[config.mk]
export PLATFORM = sky130hd
export DESIGN_NAME = rr_lock_arbiter
export DESIGN_NICKNAME = d
export VERILOG_FILES = /design/src/rtl/rr_arb_pkg.sv /design/src/rtl/rr_priority_pick.sv /design/src/rtl/rr_lock_arbiter.sv
export SDC_FILE = /design/constraint.sdc
export NUM_CORES = 1
export LEC_CHECK = 0
export CAP_MARGIN = 20
export CORE_ASPECT_RATIO = 1.2
export CORE_MARGIN = 2
export CORE_UTILIZATION = 35
export DETAILED_ROUTE_END_ITERATION = 10
export PLACE_DENSITY = 0.78
export SLEW_MARGIN = 20
export SYNTH_ARGS = -nofsm -noshare
export SYNTH_HDL_FRONTEND = slang
export SYNTH_SLANG_ARGS = --single-unit
[constraint.sdc]
create_clock -name clk -period 3.1 [get_ports clk]
set_clock_uncertainty 0.05 [all_clocks]
set_input_delay 0.31 -clock clk [delete_from_list [all_inputs] [get_ports clk]]
set_output_delay 0.31 -clock clk [all_outputs]
set_load 0.02 [all_outputs]
[src/rtl/rr_arb_pkg.sv]
// Shared types and helpers for the round-robin arbiter family.
package rr_arb_pkg;

  typedef enum logic {
    UNLOCKED = 1'b0,
    LOCKED   = 1'b1
  } lock_state_e;

  // Index width for n entries; never narrower than one bit.
  function automatic int unsigned idx_w(input int unsigned n);
    return (n > 1) ? $clog2(n) : 1;
  endfunction

endpackage

[src/rtl/rr_priority_pick.sv]
// Combinational rotate-priority encoder: first set req bit at or above base, wrapping.
module rr_priority_pick
  import rr_arb_pkg::*;
#(
  parameter int unsigned N  = 4,
  parameter int unsigned CW = idx_w(N)
) (
  input  logic [N-1:0]  req,
  input  logic [CW-1:0] base,
  output logic [CW-1:0] gnt_idx,
  output logic          any
);

  always_comb begin
    int unsigned idx;
    logic [CW-1:0] sel;
    logic found;
    idx     = 0;
    sel     = '0;
    found   = 1'b0;
    gnt_idx = '0;
    for (int unsigned k = 0; k < N; k++) begin
      // Explicit wrap keeps non-power-of-two N correct.
      idx = 32'(base) + k;
      if (idx >= N) idx = idx - N;
      sel = CW'(idx);
      if (!found && req[sel]) begin
        found   = 1'b1;
        gnt_idx = sel;
      end
    end
    any = found;
  end

endmodule

[src/rtl/rr_lock_arbiter.sv]
// Round-robin N-way arbiter with a registered output stage.
// Define RR_ARB_LOCK_EN to build the BEATS-long burst lock.
module rr_lock_arbiter
  import rr_arb_pkg::*;
#(
  parameter int unsigned N     = 4,
  parameter int unsigned W     = 8,
  parameter int unsigned BEATS = 2,
  parameter int unsigned CW    = idx_w(N)
) (
  input  logic           clk,
  input  logic           reset,
  input  logic [N-1:0]   io_in_valid,
  input  logic [N*W-1:0] io_in_bits,
  output logic [N-1:0]   io_in_ready,
  output logic           io_out_valid,
  output logic [W-1:0]   io_out_bits,
  input  logic           io_out_ready,
  output logic [CW-1:0]  io_chosen,
  output logic           io_locked
);

  logic [CW-1:0] last_q;
  logic [CW-1:0] base_c;
  logic [N-1:0]  eligible_c;
  logic [CW-1:0] gnt_idx_c;
  logic          any_c;
  logic          pipe_ready_c;
  logic          fire_c;
  logic [N-1:0]  in_ready_c;

  assign base_c = (last_q == CW'(N - 1)) ? '0 : last_q + CW'(1);

  rr_priority_pick #(
    .N  (N),
    .CW (CW)
  ) u_pick (
    .req     (eligible_c),
    .base    (base_c),
    .gnt_idx (gnt_idx_c),
    .any     (any_c)
  );

  // No transfer is accepted while reset is held, so ready stays low.
  assign pipe_ready_c = !io_out_valid || io_out_ready;
  assign fire_c       = reset && pipe_ready_c && any_c;

  always_comb begin
    in_ready_c = '0;
    if (fire_c) in_ready_c[gnt_idx_c] = 1'b1;
  end

  assign io_in_ready = in_ready_c;

  // Output register: fill, drain, or fill and drain in the same cycle.
  always_ff @(posedge clk) begin
    if (!reset) begin
      io_out_valid <= 1'b0;
      io_out_bits  <= '0;
      io_chosen    <= '0;
      last_q       <= CW'(N - 1);
    end else if (fire_c) begin
      io_out_valid <= 1'b1;
      io_out_bits  <= io_in_bits[32'(gnt_idx_c)*W +: W];
      io_chosen    <= gnt_idx_c;
      last_q       <= gnt_idx_c;
    end else if (io_out_ready) begin
      io_out_valid <= 1'b0;
    end
  end

`ifdef RR_ARB_LOCK_EN
  localparam int unsigned CNT_W = $clog2(BEATS + 1);
  localparam bit          MULTI = (BEATS > 1);

  lock_state_e       state_q, state_d;
  logic [CW-1:0]     owner_q, owner_d;
  logic [CNT_W-1:0]  cnt_q, cnt_d;

  always_ff @(posedge clk) begin
    if (!reset) begin
      state_q <= UNLOCKED;
      owner_q <= '0;
      cnt_q   <= '0;
    end else begin
      state_q <= state_d;
      owner_q <= owner_d;
      cnt_q   <= cnt_d;
    end
  end

  // cnt counts beats still owed by the owner after the current one.
  always_comb begin
    state_d = state_q;
    owner_d = owner_q;
    cnt_d   = cnt_q;
    case (state_q)
      UNLOCKED: begin
        if (fire_c && MULTI) begin
          state_d = LOCKED;
          owner_d = gnt_idx_c;
          cnt_d   = CNT_W'(BEATS - 1);
        end
      end
      LOCKED: begin
        if (fire_c) begin
          if (cnt_q == CNT_W'(1)) begin
            state_d = UNLOCKED;
            cnt_d   = '0;
          end else begin
            cnt_d = cnt_q - CNT_W'(1);
          end
        end
      end
      default: state_d = UNLOCKED;
    endcase
  end

  always_comb begin
    eligible_c = io_in_valid;
    if (state_q == LOCKED) begin
      eligible_c          = '0;
      eligible_c[owner_q] = io_in_valid[owner_q];
    end
  end

  assign io_locked = (state_q == LOCKED);
`else
  logic unused_beats;

  assign eligible_c   = io_in_valid;
  assign io_locked    = 1'b0;
  assign unused_beats = ^32'(BEATS);
`endif

endmodule

==> results, run 1 <==
- Synthesis produced a netlist with a net count of between 100 and 150.
- After legalization and detailed placement, the total HPWL measured around 2.1 mm.
- The minimum clock period after layout is 2.957 ns.
- By count the netlist is led by nand2_1 (20), a21oi_1 (18), dfxtp_1 (13).
- The top-area cell type share of the netlist area is 0.3086.
- The routed via count is approximately 1100.
- In the global route stage, met2 resource usage came out at 0.3405.
- The die extent in y is ~58 um.
- The met1 layer usage reported by global route is 0.2331.
- Entering global routing, the biggest net connects 18 pins.
- IR analysis of the VDD net gives a maximum drop of 315.0 uV.
- The post-detailed-route DRC marker count is 0.
- The cell type with the highest aggregate area in the netlist is dfxtp_1.
- In this run the core area contains 19 standard-cell rows.
- From left edge to right edge, the die measures a little under 50 um.
- After detailed routing, the number of vias per cell comes to 5.317.
- At the end of the flow the core is filled with cells to 0.6475.
- The share of final-layout standard cells stronger than drive strength 1 is 0.1429.
- The net count of the finished layout is 209.
- The number of iterations in the first detailed-routing pass is 4.
- The leakage power is 0.6201 nW.
- The relative area change from synthesis to final layout is 75.22%.
- The final number of hold-violating endpoints came to 0.
- The global-route usage over all layers is 0.1896.
- The initial antenna violation count is 0.
- Routability-driven placement finished with a final weighted congestion of approximately 0.8.
- The number of levels the H-tree was split into is 1.
- The clock passes through at most 2 buffers.
- The largest driver fanout on the critical path is 11.
- The die covers between 2000 and 3000 um2.
- The initial utilization of the core area, before any placement, comes to 0.3695.
- The clock net sink count is 13.
- Of the synthesized area, sequential elements account for 0.3086.
- For met3 alone, demand over resource in global routing was 0.01546.
- In the finished design, the share of the clock period the worst path needs comes to 0.9539.
- Counting the buffers created by CTS gives 3.
- The count of maximum capacitance violations is 0.
- The wire length per cell after detailed routing is about 14 um.
- The startpoint of the lowest-slack register-to-register path is last_q[0]$_SDFFE_PN1P_.
- The register bit total from synthesis is 13.
- The number of enable flip-flop cells after synthesis is 0.
- The final wirelength is about 2.8 mm.
- Setup repair after global routing left no endpoint under its margin.
- In this run the cell area of the synthesized design comes to around 840 um2.
- The kind of launch point of the worst setup path is a register.
- Yosys attributes the largest share of cell area to dfxtp_1 (31%), a21oi_1 (11%), a211oi_1 (8.9%), a211oi_2 (8.9%), nand2_1 (8.9%).
- The TritonCTS clock tree is done.
- On the final layout, the worst hold slack is 0.4341 ns.
- Setup total negative slack on the finished layout was measured at 0 ns.
- The fmax is roughly 340 MHz.
- The number of buffers added on ports is 53.
- The detail route stage leaves a number of antenna-violating nets equal to 0.
- The most used standard cell by instance count after synthesis is nand2_1.
- The final max-slew violation count is 0.
- The Yosys step of the flow raised 0 warnings.
- For the worst setup path, the data arrival time is roughly 2.6 ns.
- The DRC violation total after the first TritonRoute iteration is 23.
- Clock latency on the worst-skew pair, taken at its later pin, is approximately 0.27 ns.
- The master cell of the clock root buffer is clkbuf_4.
- The predominant post-synthesis flop cell is dfxtp_1.
- The first global-routing pass estimated around 4.2 mm of wire.
- Setup violations remaining at the end of the flow were counted as 0.
- The clock slew seen by the registers of the worst setup and hold paths is 0.09 ns.
- Counting flops with an async set or reset pin after synthesis yields a share of 0.
- The area inside the core boundary is between 2000 and 2500 um2.
- The via count of the first global-routing pass is about 960.
- The antenna diode count is 0.
- The path category of the worst min-delay check is reg -> reg.
- The unique cell type count in the Yosys netlist is 28.
- In this run the mean area of a mapped cell was just under 8 um2.
- The critical path endpoint category is a primary output.
- The top-level I/O count is 55.
- Summed over all layers, the global routing overflow is 0.
- The critical path starts at last_q[0]$_SDFFE_PN1P_.
- The start point of the worst min-delay path is io_chosen[0]$_SDFFE_PN0P_.
- The flow ran to the end, and the final reports show no timing, DRC or antenna violations.
- The cell count after synthesis came out at between 100 and 150.
- The critical path is of the reg -> out type.
- The data required time at the worst endpoint is between 2 and 3 ns.
- The most heavily used metal layer in global routing is met2.
- The power per cell area is between 400 and 500 nW/um2.
==> metal layers <==
metal  vias up  wire [um]
met4         0         40
met1       488       1109
met5         -          0
met2        43       1445
li1        523          -
met3         4        159
==> placed cells by master (no fill, tap or decap), drive strengths merged <==
cell type / netlist / final
nor2: 5 / 5
inv: 1 / 1
o211ai: 1 / 1
nor4: 1 / 1
or4b: 1 / 1
nor3: 10 / 10
nor3b: 2 / 2
ha: 1 / 1
clkbuf: 3 / 4
buf: 5 / 10
o211a: 1 / 1
a211oi: 16 / 16
o21ai: 2 / 2
conb: 1 / 1
o311a: 1 / 1
dfxtp: 13 / 13
dlymetal6s2s: 0 / 3
o31a: 1 / 1
a21oi: 19 / 19
or3b: 1 / 1
or3: 1 / 1
clkdlybuf4s50: 0 / 50
nand2: 20 / 20
o221a: 1 / 1
nand2b: 2 / 2
==> through the flow <==
stage | worst slack [ns] | total power [mW] | std cells | instance area [um2]
2_1_floorplan | 0.5533 | 0.4406 | 109 | 843.3
3_3_place_gp | 0.2170 | 0.5918 | 191 | 1413
3_5_place_dp | 0.1826 | 0.6003 | 191 | 1413
4_1_cts | 0.02019 | 0.7044 | 195 | 1439
5_1_grt | 0.01253 | 0.7703 | 199 | 1478
6_report | 0.1429 | 0.7233 | 199 | 1478
==> power by group <==
group | leakage [nW] | switching [mW] | internal (mW)
Sequential | 0.109 | 0.0198 | 0.201
Clock | 0.0150 | 0.0571 | 0.0498
Combinational | 0.496 | 0.200 | 0.196
Total | 0.620 | 0.277 | 0.446
==> cells by family after synthesis <==
family          Yosys count  synth area share
flops                    13            0.3086
other cells               1          0.004447
buf+inv                   9           0.05786
compound gates           42            0.3680
simple gates             43            0.2463
fa+ha+maj                 1           0.01483
==> worst max-delay path, cell delays in order (launching register included) <==
cell	delay [ns]
dfxtp_1	0.42
ha_1	0.32
nand2b_1	0.20
a21oi_2	0.37
nor3b_1	0.09
buf_4	0.19
nor2_1	0.11
clkdlybuf4s50_1	0.62
==> state kept, by name, summed over array words and instances, names as in the netlist <==
register / count
io_chosen: 2
io_out_bits: 8
io_out_valid: 1
last_q: 2
==> path summary, 6_finish.rpt <==
kind / endpoint / slack (ns) / depth (start not counted)
hold reg to reg: io_chosen[0]$_SDFFE_PN0P_ / 0.43 / 2
setup / recovery: io_in_ready[2] / 0.14 / 7
hold / removal: io_chosen[0]$_SDFFE_PN0P_ / 0.43 / 2
setup reg to reg: io_out_bits[7]$_SDFFE_PN0P_ / 0.64 / 7
==> repair_timing <==
action | 4_1_cts | 5_1_grt
hold buffers | 0 | 0
setup buffers | 0 | 4
gates resized for setup | 0 | 4
endpoints found under the setup margin | 0 | 3
==> final cells by class <==
cell class | instances | area (um2)
Clock buffer | 4 | 26.28
Fill cell | 214 | 804.5
Inverter | 1 | 3.754
Multi-Input combinational cell | 87 | 535.5
Sequential cell | 13 | 260.3
Tap cell | 31 | 38.79
Timing Repair Buffer | 63 | 613.1
(Power assumes the default switching activity.)
==> inputs of run 2 (changes only) <==
--- a/config.mk
+++ b/config.mk
@@ -9,6 +9,7 @@
 export CORE_ASPECT_RATIO = 1.2
 export CORE_MARGIN = 2
 export CORE_UTILIZATION = 35
+export CTS_CLUSTER_DIAMETER = 120
 export DETAILED_ROUTE_END_ITERATION = 10
 export PLACE_DENSITY = 0.78
 export SLEW_MARGIN = 20
==> results of run 2 <==
The final DEF is identical to that of run 1; final timing and power are the same.
==> inputs of run 3 (changes only) <==
--- a/config.mk
+++ b/config.mk
@@ -5,12 +5,14 @@
 export SDC_FILE = /design/constraint.sdc
 export NUM_CORES = 1
 export LEC_CHECK = 0
+export ABC_CLOCK_PERIOD_IN_PS = 3100
 export CAP_MARGIN = 20
 export CORE_ASPECT_RATIO = 1.2
 export CORE_MARGIN = 2
 export CORE_UTILIZATION = 35
 export CTS_CLUSTER_DIAMETER = 120
 export DETAILED_ROUTE_END_ITERATION = 10
+export HOLD_SLACK_MARGIN = 0.06
 export PLACE_DENSITY = 0.78
 export SLEW_MARGIN = 20
 export SYNTH_ARGS = -nofsm -noshare
==> results of run 3 <==
The final DEF is identical to that of run 1; final timing and power are the same.
